==> config.mk <==
export PLATFORM = sky130hd
export DESIGN_NAME = program_counter
export DESIGN_NICKNAME = d
export VERILOG_FILES = /design/src/rtl/cpu65_pkg.sv /design/src/rtl/program_counter.sv
export SDC_FILE = /design/constraint.sdc
export NUM_CORES = 1
export LEC_CHECK = 0
export CORE_MARGIN = 2
export CORE_UTILIZATION = 52
export CTS_CLUSTER_SIZE = 30
export DETAILED_ROUTE_END_ITERATION = 8
export PLACE_DENSITY = 0.81
export SYNTH_ARGS = -nofsm -noshare
export SYNTH_HDL_FRONTEND = slang
export SYNTH_SLANG_ARGS = --single-unit
export TNS_END_PERCENT = 1
==> constraint.sdc <==
create_clock -name fclk -period 2.5 [get_ports fclk]
set_clock_uncertainty 0.1 [all_clocks]
set_input_delay 0.25 -clock fclk [delete_from_list [all_inputs] [get_ports fclk]]
set_output_delay 0.25 -clock fclk [all_outputs]
set_load 0.02 [all_outputs]
==> src/rtl/cpu65_pkg.sv <==
// cpu65_pkg: types and constants shared by the 65C02 datapath blocks.
//   pc_op_t      - per-CPU-cycle operation code for the program counter
//   pc_state_t   - program counter branch-fix FSM states
//   PHASE_STEP   - q value at which CPU-cycle state commits
//   RESET_VECTOR - PC value loaded by reset (reset vector fetch address)
package cpu65_pkg;

  typedef enum logic [2:0] {
    HOLD    = 3'b000,
    INC     = 3'b001,
    LOAD_L  = 3'b010,
    LOAD_H  = 3'b011,
    LOAD_HL = 3'b100,
    BRANCH  = 3'b101
  } pc_op_t;

  typedef enum logic {
    IDLE = 1'b0,
    FIX  = 1'b1
  } pc_state_t;

  localparam logic [1:0]  PHASE_STEP   = 2'b00;
  localparam logic [15:0] RESET_VECTOR = 16'hFFFC;

endpackage

==> src/rtl/program_counter.sv <==
// program_counter: 16-bit PC stage feeding the address bus stage.
// Commits once per CPU cycle on the fclk edge where q == PHASE_STEP.
//   fclk          in   fast system clock
//   resb          in   synchronous active-low reset
//   q             in   CPU-cycle phase (0..3)
//   pc_op         in   operation for this CPU cycle (pc_op_t encoding)
//   pcl_bus_in    in   low byte returned from the address bus stage
//   pch_bus_in    in   high byte returned from the address bus stage
//   branch_offset in   signed relative branch displacement
//   pcl_out       out  PC low byte (registered)
//   pch_out       out  PC high byte (registered)
//   fix_pending   out  high while the branch page-fix cycle is outstanding
//   page_cross    out  one-fclk pulse after a page-crossing branch step
module program_counter
  import cpu65_pkg::*;
#(
  parameter logic [15:0] RESET_PC = RESET_VECTOR
) (
  input  logic       fclk,
  input  logic       resb,
  input  logic [1:0] q,
  input  logic [2:0] pc_op,
  input  logic [7:0] pcl_bus_in,
  input  logic [7:0] pch_bus_in,
  input  logic [7:0] branch_offset,
  output logic [7:0] pcl_out,
  output logic [7:0] pch_out,
  output logic       fix_pending,
  output logic       page_cross
);

  pc_state_t   state_reg, state_next;
  logic [15:0] pc_reg, pc_next;
  logic        dir_back_reg, dir_back_next;   // 1: pending fix decrements PCH
  logic        fix_reg, fix_next;
  logic        cross_reg, cross_next;
  logic [8:0]  sum9;

  always_ff @(posedge fclk) begin
    if (!resb) begin
      state_reg    <= IDLE;
      pc_reg       <= RESET_PC;
      dir_back_reg <= 1'b0;
      fix_reg      <= 1'b0;
      cross_reg    <= 1'b0;
    end else begin
      state_reg    <= state_next;
      pc_reg       <= pc_next;
      dir_back_reg <= dir_back_next;
      fix_reg      <= fix_next;
      cross_reg    <= cross_next;
    end
  end

  always_comb begin
    state_next    = state_reg;
    pc_next       = pc_reg;
    dir_back_next = dir_back_reg;
    fix_next      = fix_reg;
    cross_next    = 1'b0;         // pulse lasts only the fclk after the step
    // With the offset sign-extended to 9 bits, bit 8 of the sum flags a page
    // crossing in both directions (carry forward, borrow backward).
    sum9 = {1'b0, pc_reg[7:0]} + {branch_offset[7], branch_offset};

    if (q == PHASE_STEP) begin
      case (state_reg)
        IDLE: begin
          case (pc_op)
            INC:     pc_next = pc_reg + 16'd1;
            LOAD_L:  pc_next[7:0]  = pcl_bus_in;
            LOAD_H:  pc_next[15:8] = pch_bus_in;
            LOAD_HL: pc_next = {pch_bus_in, pcl_bus_in};
            BRANCH: begin
              pc_next[7:0] = sum9[7:0];
              if (sum9[8]) begin
                state_next    = FIX;
                fix_next      = 1'b1;
                cross_next    = 1'b1;
                dir_back_next = branch_offset[7];
              end
            end
            default: ;                // HOLD and reserved codes
          endcase
        end
        FIX: begin
          // pc_op is ignored while completing the page fix
          pc_next[15:8] = dir_back_reg ? (pc_reg[15:8] - 8'd1)
                                       : (pc_reg[15:8] + 8'd1);
          fix_next   = 1'b0;
          state_next = IDLE;
        end
        default: state_next = IDLE;
      endcase
    end
  end

  assign pcl_out     = pc_reg[7:0];
  assign pch_out     = pc_reg[15:8];
  assign fix_pending = fix_reg;
  assign page_cross  = cross_reg;

endmodule

* Word level (Yosys, flattened, before mapping)
Cells that the tools add are included.
** Word-level totals
- Input bits :: 31
- Output and inout bits :: 18
- Bits in registers :: 20
- Logic and storage cells :: 40
** Operators by class
- Muxes and demuxes :: 10
- Equality and inequality tests :: 8
- Reductions and logical operators :: 9
- $add $sub $neg :: 4
- Bitwise gates (word level) :: 3
** Operators with widths (number)
- $pmux 8 s2 :: 2
- $pmux 8 s3 :: 1
- $add 16x1->16 const B :: 1
- $add 8x9->9 :: 1
- $add 8x1->8 const B :: 1
- $mux 8 :: 1
- $sub 8x1->8 const B :: 1
- $eq 3x2->1 const B :: 2
- $eq 3x3->1 const B :: 2
- $reduce_and 3->1 :: 2
- $mux 1 :: 4
- $pmux 1 s2 :: 2
- $reduce_and 4->1 :: 1
- $reduce_or 2->1 :: 2
- $eq 3x1->1 const B :: 1
- $ne 3x2->1 const B :: 1
- $not 1->1 :: 3
- $reduce_bool 3->1 :: 1
- $reduce_or 3->1 :: 1
- $logic_not 2->1 :: 1
- $ne 2x1->1 const B :: 1
- $ne 2x2->1 const B :: 1
- $reduce_and 2->1 :: 1

* Longest topological paths before layout
Gate-level depths: netlist (run 1).
- Depth after elaboration :: 4
- Mapped depth :: 8
- Mapped depth without buffers :: 8

* Least setup slack after synthesis (run 1)
OpenSTA, ideal clock, no wires.
- Path kind :: reg2reg
- Start point :: register pc_reg[0]
- End point :: register state_reg
- Buffers on the path :: 0
- Clock period less this slack :: 2.292 ns
- Path slack :: 0.208 ns
- Data arrival time :: 2.057 ns
- Required time :: 2.265 ns
- Setup time :: 0.135 ns
- Cell stages (with the launch flop) :: 9
- Cell sequence :: dfxtp_1 ha_1 inv_1 fa_1 nand2b_1 a21o_1 a32oi_1 xnor2_1 o22ai_1
** Between the ends
- Cells in the longest elaborated chain, start to end :: 4
** RTL lines
- start, declared :: RTL line program_counter.sv:33 : logic [15:0] pc_reg, pc_next;
- start signal, assigned :: RTL line program_counter.sv:48 : pc_reg <= pc_next;
- $add 8x9->9 :: RTL line program_counter.sv:63 : sum9 = {1'b0, pc_reg[7:0]} + {branch_offset[7], branch_offset};
- $mux 1 :: RTL line program_counter.sv:75 : if (sum9[8]) begin
- $mux 1
- $pmux 1 s2 :: RTL line program_counter.sv:66 : case (state_reg)
- end signal, assigned :: RTL line program_counter.sv:47 : state_reg <= state_next;
- end, declared :: RTL line program_counter.sv:32 : pc_state_t state_reg, state_next;
No other way between the ends.
A chain may end at the register's enable or synchronous reset.

* Worst setup path in the final report (run 1)
- Start point :: input port branch_offset[0]
- End point :: register state_reg
** Between the ends
- Cells in the longest elaborated chain, start to end :: 4
** RTL lines
- start, declared :: RTL line program_counter.sv:25 : input logic [7:0] branch_offset,
- $add 8x9->9 :: RTL line program_counter.sv:63
- $mux 1 :: RTL line program_counter.sv:75
- $mux 1
- $pmux 1 s2 :: RTL line program_counter.sv:66
No other way between the ends.

==> results.json, run 1 <==
{
  "outcome": "completed",
  "tightest_slew_ns": 0.619,
  "die_w_um": 70.6,
  "hp-class": "reg -> reg",
  "postCtsSetupRepairBufs": 0,
  "postCtsHoldBufs": 0,
  "slowest_delay_ns": 0.46,
  "leakagePower_nw": 1.16,
  "cts-root-buf": "clkbuf_8",
  "period_share_pct": 91.4,
  "synth_edf_count": 0,
  "yosys_warnings": 0,
  "grt_pass1_wl_um": 10900,
  "powerDensity_nw_per_um2": 330,
  "cts.sink_count": 20,
  "syn_area_per_cell_um2": 7.86,
  "rows": 24,
  "syn_area_um2": 2310,
  "hold_end": "fix_pending",
  "clock_path_buffers": 2,
  "cp_cell_sequence": "clkdlybuf4s50_1, ha_1, inv_1, fa_1, nand2b_1, a21o_1, a32oi_1, xnor2_1, o22ai_1",
  "grt_antenna_before_repair": 0,
  "syn-num-nets": 342,
  "synth_seq_area_share_pct": 17.3,
  "ff2ff_path_depth": 8,
  "dieHeight_um": 70.6,
  "synth_ff_type": "dfxtp_1",
  "drv_cap": 0,
  "grt_use_total_pct": 26.7,
  "rsz0062_at_grt": "no",
  "syn_inst": 294,
  "grt_max_degree": 13,
  "cts.htree.levels": 1,
  "post-route-min-period_ns": 2.28,
  "post_cts_resized": 0,
  "slew_headroom_pct": 58.7,
  "startpoint": "branch_offset[0]",
  "synthXorXnorAreaFrac_pct": 5.25,
  "synth_cell_types": 77,
  "final_util_pct": 68.9,
  "drtIter0Drc": 151,
  "wl_per_cell_um": 15.9,
  "r2r-start": "pc_reg[0]",
  "drc_errors": 0,
  "largest_register_ffs": 16,
  "rr_endpoint": "state_reg",
  "crit_fanout": 3,
  "required_ns": 2.55,
  "placed_area_um2": 2920,
  "clock.fmax_mhz": 438,
  "drt_wl_total_um": 6460,
  "setup_viol_count_final": 0,
  "slowest_stage": "clkdlybuf4s50_1",
  "hp-start": "fix_pending",
  "clk_latency_ns": 0.27,
  "ir_drop_mv": 0.211,
  "crit_arrival_ns": 2.33,
  "first_pass_iters": 4,
  "startpoint_type": "input pin",
  "core_area_um2": 4320,
  "drive_gt1_share_pct": 11.9,
  "cts_buffers": 3,
  "synth_mux_area_share_pct": 1.79,
  "hold_violations": 0,
  "io_pins": 49,
  "antenna_cells": 0,
  "met2_usage_pct": 41.8,
  "top_usage_layer": "met2",
  "synth_fa_ha_area_share_pct": 9.86,
  "met1_usage_pct": 38.1,
  "hold_path_depth": 2,
  "stdcell_area_um2": 2980,
  "die_area_um2": 4990,
  "area_growth_pct": 29.0,
  "synth_top_family_by_area": "compound AO/OA/AOI/OAI gates",
  "ys_ff_latch": 20,
  "cp-end-kind": "flip-flop",
  "synth_simple_gate_area_share_pct": 26.1,
  "io_buffers": 48,
  "cts_tree": "yes",
  "grt-ovfl-total": 0,
  "grt_pass1_vias": 2318,
  "drt-vias-per-instance": 6.22,
  "async_reset_ff_share_pct": 0,
  "vias": 2527,
  "grt_use_met3_pct": 4.84,
  "cts.clk_slew.worst_paths_ns": 0.09,
  "finalNetCount": 403,
  "drtAntennaViolNets": 0,
  "dp_hpwl_um": 4980,
  "initial_core_util_pct": 53.4,
  "synth-compound-area-share_pct": 34.2,
  "place.gp.congestion": 0.850,
  "drv_slew": 0,
  "rrSetupSlack_ns": 0.29,
  "crit_type": "in -> reg"
}
==> synthesized netlist by cell type, drive strengths merged, types with 4 or more instances <==
library cell	n	share of area, %
nand4	5	2.3
nor2	26	4.3
dfxtp	20	17
xnor2	6	2.6
inv	18	2.9
ha	15	8.1
nand3	6	1.3
a211oi	10	3.7
nand2	27	4.4
a31oi	6	1.6
buf	7	2.2
a41oi	4	1.5
a21o	5	1.6
nand3b	5	1.6
nor3	12	3.1
xor2	7	2.7
a21oi	20	4.8
o21ai	23	5.1
o2111ai	4	1.5
nand2b	6	1.6
==> metal layers <==
metal	part of all wire (%)	vias to the layer above	routed length, µm
met3	6.5	8	423
met1	47	1199	3050
met5	0	-	0
met4	0.97	0	63
li1	-	1237	-
met2	45	83	2930
==> kinds of logic (layout without fill, tap and decap cells) <==
logic type | Yosys count | after routing
and+or+nand+nor | 107 | 107
buffers and inverters | 27 | 87
muxes | 4 | 4
adders and majority gates | 17 | 17
DFF | 20 | 20
xor gates and xnor gates | 13 | 13
AOI/OAI and AO/OA | 106 | 106
==> power by group <==
group          internal, mW  switching [mW]  total, mW
combinational         0.173           0.192      0.365
clock                 0.141           0.132      0.273
sequential            0.328          0.0171      0.346
total                 0.643           0.341      0.984
==> cell usage in the layout, fill, tap and decap left out, types with 5 or more instances in the layout <==
cell | netlist | routed
dfxtp_1 | 20 | 20
inv_1 | 18 | 18
a21o_1 | 5 | 5
nor3_1 | 11 | 11
o21ai_0 | 18 | 18
nor2_1 | 25 | 25
xnor2_1 | 5 | 5
a211oi_1 | 8 | 8
nand2b_1 | 6 | 6
buf_4 | 1 | 17
nand3b_1 | 5 | 5
a31oi_1 | 6 | 6
nand2_1 | 27 | 27
xor2_1 | 7 | 7
ha_1 | 15 | 15
a21oi_1 | 19 | 19
clkdlybuf4s50_1 | 0 | 48
nand3_1 | 6 | 6
==> how the worst max path moves through the flow <==
| stage | end | slack, ns | cells after the start |
|---|---|---|---|
| after floorplan | state_reg | 0.21 | 8 |
| final | state_reg | 0.22 | 9 |
| after detailed placement | state_reg | -0.06 | 9 |
| after global placement | state_reg | -0.05 | 9 |
| after global routing | state_reg | 0.09 | 9 |
| after CTS | state_reg | 0.22 | 9 |
==> critical path, delay by kind of cell <==
kind	cells	cell delay, ns
compound gates	3	0.62
xor+xnor	1	0.21
simple gates	1	0.20
fa+ha+maj	2	0.54
buf+inv	2	0.51
==> per-stage QoR <==
step	total power [mW]	hold WS, ns	std cells	setup TNS, ns	worst slack [ns]
global placement	0.707	0.356	402	-0.0530	-0.0464
finish	0.984	0.385	406	0	0.215
floorplan	0.579	0.344	294	0	0.208
detailed placement	0.712	0.361	402	-0.0780	-0.0605
global route	1.03	0.408	406	0	0.0919
CTS	0.979	0.377	406	0	0.223
==> final cells by class <==
class | instances | area, µm²
timing repair buffer | 65 | 608
fill | 391 | 1350
multi-input combinational | 247 | 1780
tap | 52 | 65.1
clock buffer | 4 | 55.1
sequential | 20 | 400
inverter | 18 | 67.6
Note: power is estimated with default switching activity, not from simulation.
==> run 2: changes to the inputs <==
SKIP_LAST_GASP = 1   (was unset)
TNS_END_PERCENT = 5   (was 1)
==> results of run 2 <==
Final layout, timing and power as in run 1 (identical DEF).
